--- config.mk ---
export PLATFORM = sky130hd
export DESIGN_NAME = difftest_commit_queue
export DESIGN_NICKNAME = d
export VERILOG_FILES = /design/src/rtl/difftest_commit_queue.sv
export SDC_FILE = /design/constraint.sdc
export NUM_CORES = 2
export LEC_CHECK = 0
export BUFFER_PORTS_ARGS = -buffer_cell sky130_fd_sc_hd__buf_4
export CAP_MARGIN = 20
export CELL_PAD_IN_SITES_DETAIL_PLACEMENT = 1
export CELL_PAD_IN_SITES_GLOBAL_PLACEMENT = 2
export CORE_UTILIZATION = 40
export DETAILED_ROUTE_END_ITERATION = 8
export PLACE_DENSITY_LB_ADDON = 0.05
export SLEW_MARGIN = 15
export SYNTH_ARGS = -nofsm -noshare
export SYNTH_HDL_FRONTEND = slang
export SYNTH_SLANG_ARGS = --single-unit
--- constraint.sdc ---
create_clock -name clk -period 20.9 [get_ports clk]
set_input_delay 4.18 -clock clk [delete_from_list [all_inputs] [get_ports clk]]
set_output_delay 4.18 -clock clk [all_outputs]
set_load 0.005 [all_outputs]
--- src/rtl/difftest_commit_queue.sv ---
// Commit-record FIFO between the core's retire stage and the difftest harness,
// with ebreak/watchdog-driven drain-then-halt sequencing and cycle/instret counters.
module difftest_commit_queue #(
  parameter int unsigned XLEN    = 64,
  parameter int unsigned NCOMMIT = 2,
  parameter int unsigned DEPTH   = 8,
  parameter int unsigned TIMEOUT = 4096
) (
  input  logic                    clk,
  input  logic                    rst,
  input  logic [NCOMMIT-1:0]      cmt_valid,
  input  logic [NCOMMIT*XLEN-1:0] cmt_pc,
  input  logic [NCOMMIT*32-1:0]   cmt_inst,
  input  logic [NCOMMIT-1:0]      cmt_wen,
  input  logic [NCOMMIT*5-1:0]    cmt_wdest,
  input  logic [NCOMMIT*XLEN-1:0] cmt_wdata,
  input  logic [NCOMMIT-1:0]      cmt_is_break,
  input  logic [XLEN-1:0]         a0_value,
  output logic                    cmt_ready,
  output logic                    out_valid,
  input  logic                    out_ready,
  output logic [XLEN-1:0]         out_pc,
  output logic [31:0]             out_inst,
  output logic                    out_wen,
  output logic [4:0]              out_wdest,
  output logic [XLEN-1:0]         out_wdata,
  output logic [XLEN-1:0]         out_seq,
  output logic                    halt,
  output logic [XLEN-1:0]         halt_code,
  output logic                    timeout,
  output logic                    overflow,
  output logic [XLEN-1:0]         cycle_cnt,
  output logic [XLEN-1:0]         instret
);

  localparam int unsigned AW = $clog2(DEPTH);
  localparam int unsigned PW = AW + 1;

  typedef enum logic [1:0] {S_RUN, S_DRAIN, S_HALT} state_t;

  state_t          state_q;
  logic [PW-1:0]   wptr_q, rptr_q;
  logic [XLEN-1:0] instret_q, cycle_q, halt_code_q;
  logic            timeout_q, overflow_q;
  logic [31:0]     wd_q;

  logic [XLEN-1:0] mem_pc    [DEPTH];
  logic [31:0]     mem_inst  [DEPTH];
  logic            mem_wen   [DEPTH];
  logic [4:0]      mem_wdest [DEPTH];
  logic [XLEN-1:0] mem_wdata [DEPTH];
  logic [XLEN-1:0] mem_seq   [DEPTH];

  logic [PW-1:0]      count, free_cnt, n_enq;
  logic [PW-1:0]      off  [NCOMMIT];
  logic [AW-1:0]      widx [NCOMMIT];
  logic [NCOMMIT-1:0] keep;
  logic               brk_hit;
  logic               deq;
  logic [AW-1:0]      head;

  assign count     = wptr_q - rptr_q;
  assign free_cnt  = PW'(DEPTH) - count;
  assign cmt_ready = (state_q == S_RUN) && (free_cnt >= PW'(NCOMMIT));
  assign out_valid = (count != '0) && (state_q != S_HALT);
  assign deq       = out_valid && out_ready;
  assign head      = rptr_q[AW-1:0];

  // Compact valid lanes into consecutive slots; the first ebreak lane closes the group.
  always_comb begin
    keep    = '0;
    brk_hit = 1'b0;
    n_enq   = '0;
    for (int unsigned i = 0; i < NCOMMIT; i++) begin
      off[i]  = n_enq;
      widx[i] = wptr_q[AW-1:0] + n_enq[AW-1:0];
      if (cmt_valid[i] && !brk_hit) begin
        keep[i] = 1'b1;
        n_enq   = n_enq + PW'(1);
        brk_hit = cmt_is_break[i];
      end
    end
  end

  always_ff @(posedge clk) begin
    if (!rst && cmt_ready) begin
      for (int unsigned i = 0; i < NCOMMIT; i++) begin
        if (keep[i]) begin
          mem_pc[widx[i]]    <= cmt_pc[i*XLEN +: XLEN];
          mem_inst[widx[i]]  <= cmt_inst[i*32 +: 32];
          mem_wen[widx[i]]   <= cmt_wen[i];
          mem_wdest[widx[i]] <= cmt_wdest[i*5 +: 5];
          mem_wdata[widx[i]] <= cmt_wdata[i*XLEN +: XLEN];
          mem_seq[widx[i]]   <= instret_q + XLEN'(off[i]);
        end
      end
    end
  end

  always_ff @(posedge clk) begin
    if (rst) begin
      state_q     <= S_RUN;
      wptr_q      <= '0;
      rptr_q      <= '0;
      instret_q   <= '0;
      cycle_q     <= '0;
      halt_code_q <= '0;
      timeout_q   <= 1'b0;
      overflow_q  <= 1'b0;
      wd_q        <= '0;
    end else begin
      if (deq) rptr_q <= rptr_q + PW'(1);
      if (cmt_ready) begin
        wptr_q    <= wptr_q + n_enq;
        instret_q <= instret_q + XLEN'(n_enq);
      end
      if ((cmt_valid != '0) && !cmt_ready) overflow_q <= 1'b1;
      if (state_q != S_HALT) cycle_q <= cycle_q + XLEN'(1);

      unique case (state_q)
        S_RUN: begin
          // Break is checked first so a coincident watchdog expiry never flags timeout.
          if (cmt_ready && brk_hit) begin
            halt_code_q <= a0_value;
            state_q     <= S_DRAIN;
          end else if (cmt_ready && (n_enq != '0)) begin
            wd_q <= '0;
          end else if ((TIMEOUT != 0) && (wd_q == 32'(TIMEOUT - 1))) begin
            timeout_q <= 1'b1;
            state_q   <= S_DRAIN;
          end else begin
            wd_q <= wd_q + 32'd1;
          end
        end
        S_DRAIN: if (count == '0) state_q <= S_HALT;
        default: ;
      endcase
    end
  end

  assign out_pc    = out_valid ? mem_pc[head]    : '0;
  assign out_inst  = out_valid ? mem_inst[head]  : '0;
  assign out_wen   = out_valid && mem_wen[head];
  assign out_wdest = out_valid ? mem_wdest[head] : '0;
  assign out_wdata = out_valid ? mem_wdata[head] : '0;
  assign out_seq   = out_valid ? mem_seq[head]   : '0;
  assign halt      = (state_q == S_HALT);
  assign halt_code = halt_code_q;
  assign timeout   = timeout_q;
  assign overflow  = overflow_q;
  assign cycle_cnt = cycle_q;
  assign instret   = instret_q;

endmodule
==> impl_metrics.tcl <==
set metrics [dict create \
    status "complete, no violations" \
    worstReg2RegEnd "mem_wdata[5][32]$_DFFE_PP_" \
    net_count_synth 7514 \
    tightest_slew_ns 1.18 \
    holdPathStages 2 \
    setup_repair_after_global_routing_missed_its_margin "false" \
    crit_fanout 45 \
    layout.cells.non_filler 11400 \
    cts-buffers-inserted 238 \
    grt_pass1_wl_mm 498 \
    place.detailed.hpwl_mm 204 \
    route.antenna.remaining_nets 0 \
    die_w_um 513 \
    route.final.wire_length_mm 344 \
    synth_edf_count 1840 \
    p_clk_frac 0.288 \
    worst_setup_path_start_kind "flip-flop" \
    overall_via_count_from_detail_route 65700 \
    maximum_clock_rate_ghz 0.0969 \
    instance_area_after_placement_um2 114000 \
    hold_buffers 0 \
    tritoncts "done" \
    initial_antenna_violation_count 58 \
    multi_input_comb_area_um2 42200 \
    post_route_cells_drive_above_1_share 0.396 \
    yosys.cell_types.count 65 \
    syn2layout_area_growth_pct 16.3 \
    floorplan.die_area_um2 263000 \
    cts-htree-levels 4 \
    synth_top_area_frac 0.529 \
    number_of_rows_in_the_core_area 187 \
    power_leakage_nw 42.3 \
    numClockSinks 2079 \
    post_synth.cell_area_avg_um2 14.7 \
    remaining_drc_errors 0 \
    synth_sequential_area_ratio 0.575 \
    groute.usage.overall 0.258 \
    fin_area_um2 122000 \
    synth.yosys.warnings 0 \
    worst_skew_pair_later_pin_latency_ns 0.87 \
    post-route-period-util 0.494 \
    postSynth.asyncResetShare 0 \
    cellPowerDensity_nw_per_um2 115 \
    power.switching_fraction 0.336 \
    hold_path.class "flip-flop to flip-flop" \
    maximum_number_of_pins_on_one_net_before_global_route_repair 159 \
    timing.max_cap.violations 0 \
    cts.root.buffer_cell "clkbuf_16" \
    slew_headroom 0.209 \
    initial_core_util 0.402 \
    drt-initial-drc-count 5388 \
    power.share.sequential 0.374 \
    final_common_cell "edfxtp_1" \
    dominantRegCellSynth "edfxtp_1" \
    finish.net_count 8146 \
    rr_worst_depth 12 \
    worst_ir_drop_vdd_v 0.000212 \
    final_hold_viol_count 0 \
    worstPathRequired_ns 16.72 \
    reg2reg_slack_ns 14.45 \
    layout.area.seq_um2 60000 \
    grt-ovfl-total 0 \
    post_cts.repair.setup_buffers 0 \
    routabilityCongestion 0.793 \
    die_height_um 513 \
    final-setup-viol-count 0 \
    max-clock-path-buffers 3 \
    number_of_resized_instances_in_the_post_cts_repair_step 0 \
    post_synth_main_area_contributors "edfxtp_1 (53%), mux2_2 (15%), mux4_2 (9.9%)" \
    worstHoldEndpoint "halt_code[62]$_SDFFE_PP0P_" \
    worst_clock_skew_ns 0.0266 \
    final_critical_path_time_including_i_o_delays_and_setup_ns 10.32 \
    drtPass1Iterations 5 \
    comb_power_share 0.338 \
    vias_in_the_first_global_route 70700 \
    netlist_area_um2 104000 \
    yosys_register_bits 2079 \
    pin_count 830 \
    min_from "halt_code[62]$_SDFFE_PP0P_" \
    place.port_buffers 829 \
    placeable_core_area_um2 260000 \
    finalMaxSlewViolations 0 \
    crit_path_end_kind "primary output" \
    leading_cell_types_in_the_layout_fill_and_taps_excluded "edfxtp_1 (1840), mux2_2 (1359), buf_4 (948), mux4_2 (460), xor2_1 (434)" \
    internal-power_mw 9.29 \
    path_class "flip-flop to primary output" \
    route.detailed.wl_per_inst_um 30.3 \
    r2r_start "wptr_q[0]$_SDFFE_PP0N_" \
    crit_path_arrival_time_ns 6.14 \
    clk_transition_reported_paths_ns 0.06 \
    post_synth_inst_count 7091 \
    vias_per_cell 5.78 \
    placed_cells_incl_taps 10900 \
    net-switching-power_mw 4.70 \
    fillcell_total 25400 \
    netlist.top_cell.by_area "edfxtp_1" \
]
synthesized netlist by cell type (27+ instances only):
| library cell | n |
|---|---|
| edfxtp_1 | 1840 |
| nand2_1 | 224 |
| xnor2_1 | 78 |
| buf_2 | 105 |
| dfxtp_1 | 239 |
| mux4_2 | 460 |
| nand4_1 | 84 |
| o21ai_0 | 164 |
| mux2_2 | 1359 |
| or3_1 | 36 |
| or4_1 | 35 |
| inv_1 | 27 |
| nor2_1 | 395 |
| nor4_1 | 29 |
| nand3_1 | 109 |
| nor3_1 | 420 |
| a21oi_1 | 125 |
| xor2_1 | 434 |
| and3_1 | 31 |
| clkbuf_1 | 378 |
| buf_1 | 81 |
| mux2i_1 | 232 |
worst max path at each step:
| stage | startpoint | endpoint | slack, ns | cells after the start |
|---|---|---|---|---|
| floorplan | cmt_valid[0] | mem_inst[0][0]$_DFFE_PP_ | -1.50 | 3 |
| global placement | flip-flop | out_wdata[31] | 11.26 | 8 |
| detailed placement | flip-flop | out_wdata[31] | 11.22 | 8 |
| CTS | flip-flop | out_wdata[31] | 10.30 | 8 |
| finish | flip-flop | out_wdata[31] | 10.58 | 8 |
| global route | flip-flop | out_wdata[31] | 9.97 | 8 |
sequential cells by signal (all words and copies together) (netlist names), 2 cells and up, named ones only:
| name | flops |
|---|---|
| mem_wdest | 40 |
| instret | 64 |
| cycle_cnt | 64 |
| wptr_q | 4 |
| mem_inst | 256 |
| mem_wdata | 512 |
| state_q | 2 |
| rptr_q | 4 |
| mem_pc | 512 |
| mem_seq | 512 |
| halt_code | 64 |
| mem_wen | 8 |
| wd_q | 32 |
metrics by stage:
stage                     utilization  worst slack [ns]  power, mW  hold WS, ns   TNS, ns
after floorplan                     -             -1.50       8.00        0.449  -2111.97
after global placement          0.439             11.26       10.1        0.443         0
after detailed placement        0.439             11.22       10.1        0.449         0
after CTS                       0.468             10.30       14.2        0.457         0
after global routing            0.468              9.97       14.6        0.470         0
final                           0.468             10.58       14.0        0.453         0
layer usage:
layer  share of wire  global-route usage  up-vias
met5         0.00065                   0        -
met4           0.027              0.0762       40
met3           0.059              0.0509      478
met2            0.48               0.420     1703
met1            0.43               0.347    34700
li1                -                   -    28800
power by group through the flow:
stage	registers, mW	clock network, mW	logic (mW)
2_1_floorplan	5.54	0	2.46
3_3_place_gp	5.30	0	4.76
3_5_place_dp	5.33	0	4.81
4_1_cts	5.24	4.12	4.82
5_1_grt	5.28	4.26	5.04
6_report	5.24	4.03	4.73
layout make-up:
cell class	count	area share
flip-flops and latches	2079	0.494
repair buffers	963	0.0610
clock inverters	111	0.00729
inverters	31	0.000958
multi-input cells	4410	0.348
clock buffers	336	0.0533
diodes	27	0.000556
well taps	3402	0.0350
cell families after synthesis:
group,count (synthesis),share of synthesized area
buffers and inverters,602,0.0230
flip-flops,2079,0.575
AND/OR/NAND/NOR,1436,0.0660
AO/OA/AOI/OAI,370,0.0203
adder cells (fa/ha/maj),20,0.00261
XOR/XNOR,515,0.0435
multiplexers,2069,0.270
worst max-delay path: stages, from the launching register on:
cell and delay, ns:
dfxtp_4 0.74, buf_4 0.73, buf_4 0.78, buf_4 0.90, buf_4 0.72, mux4_2 0.59
mux2i_1 0.40, nor2_1 0.09, buf_4 0.17
(Power assumes the default switching activity.)
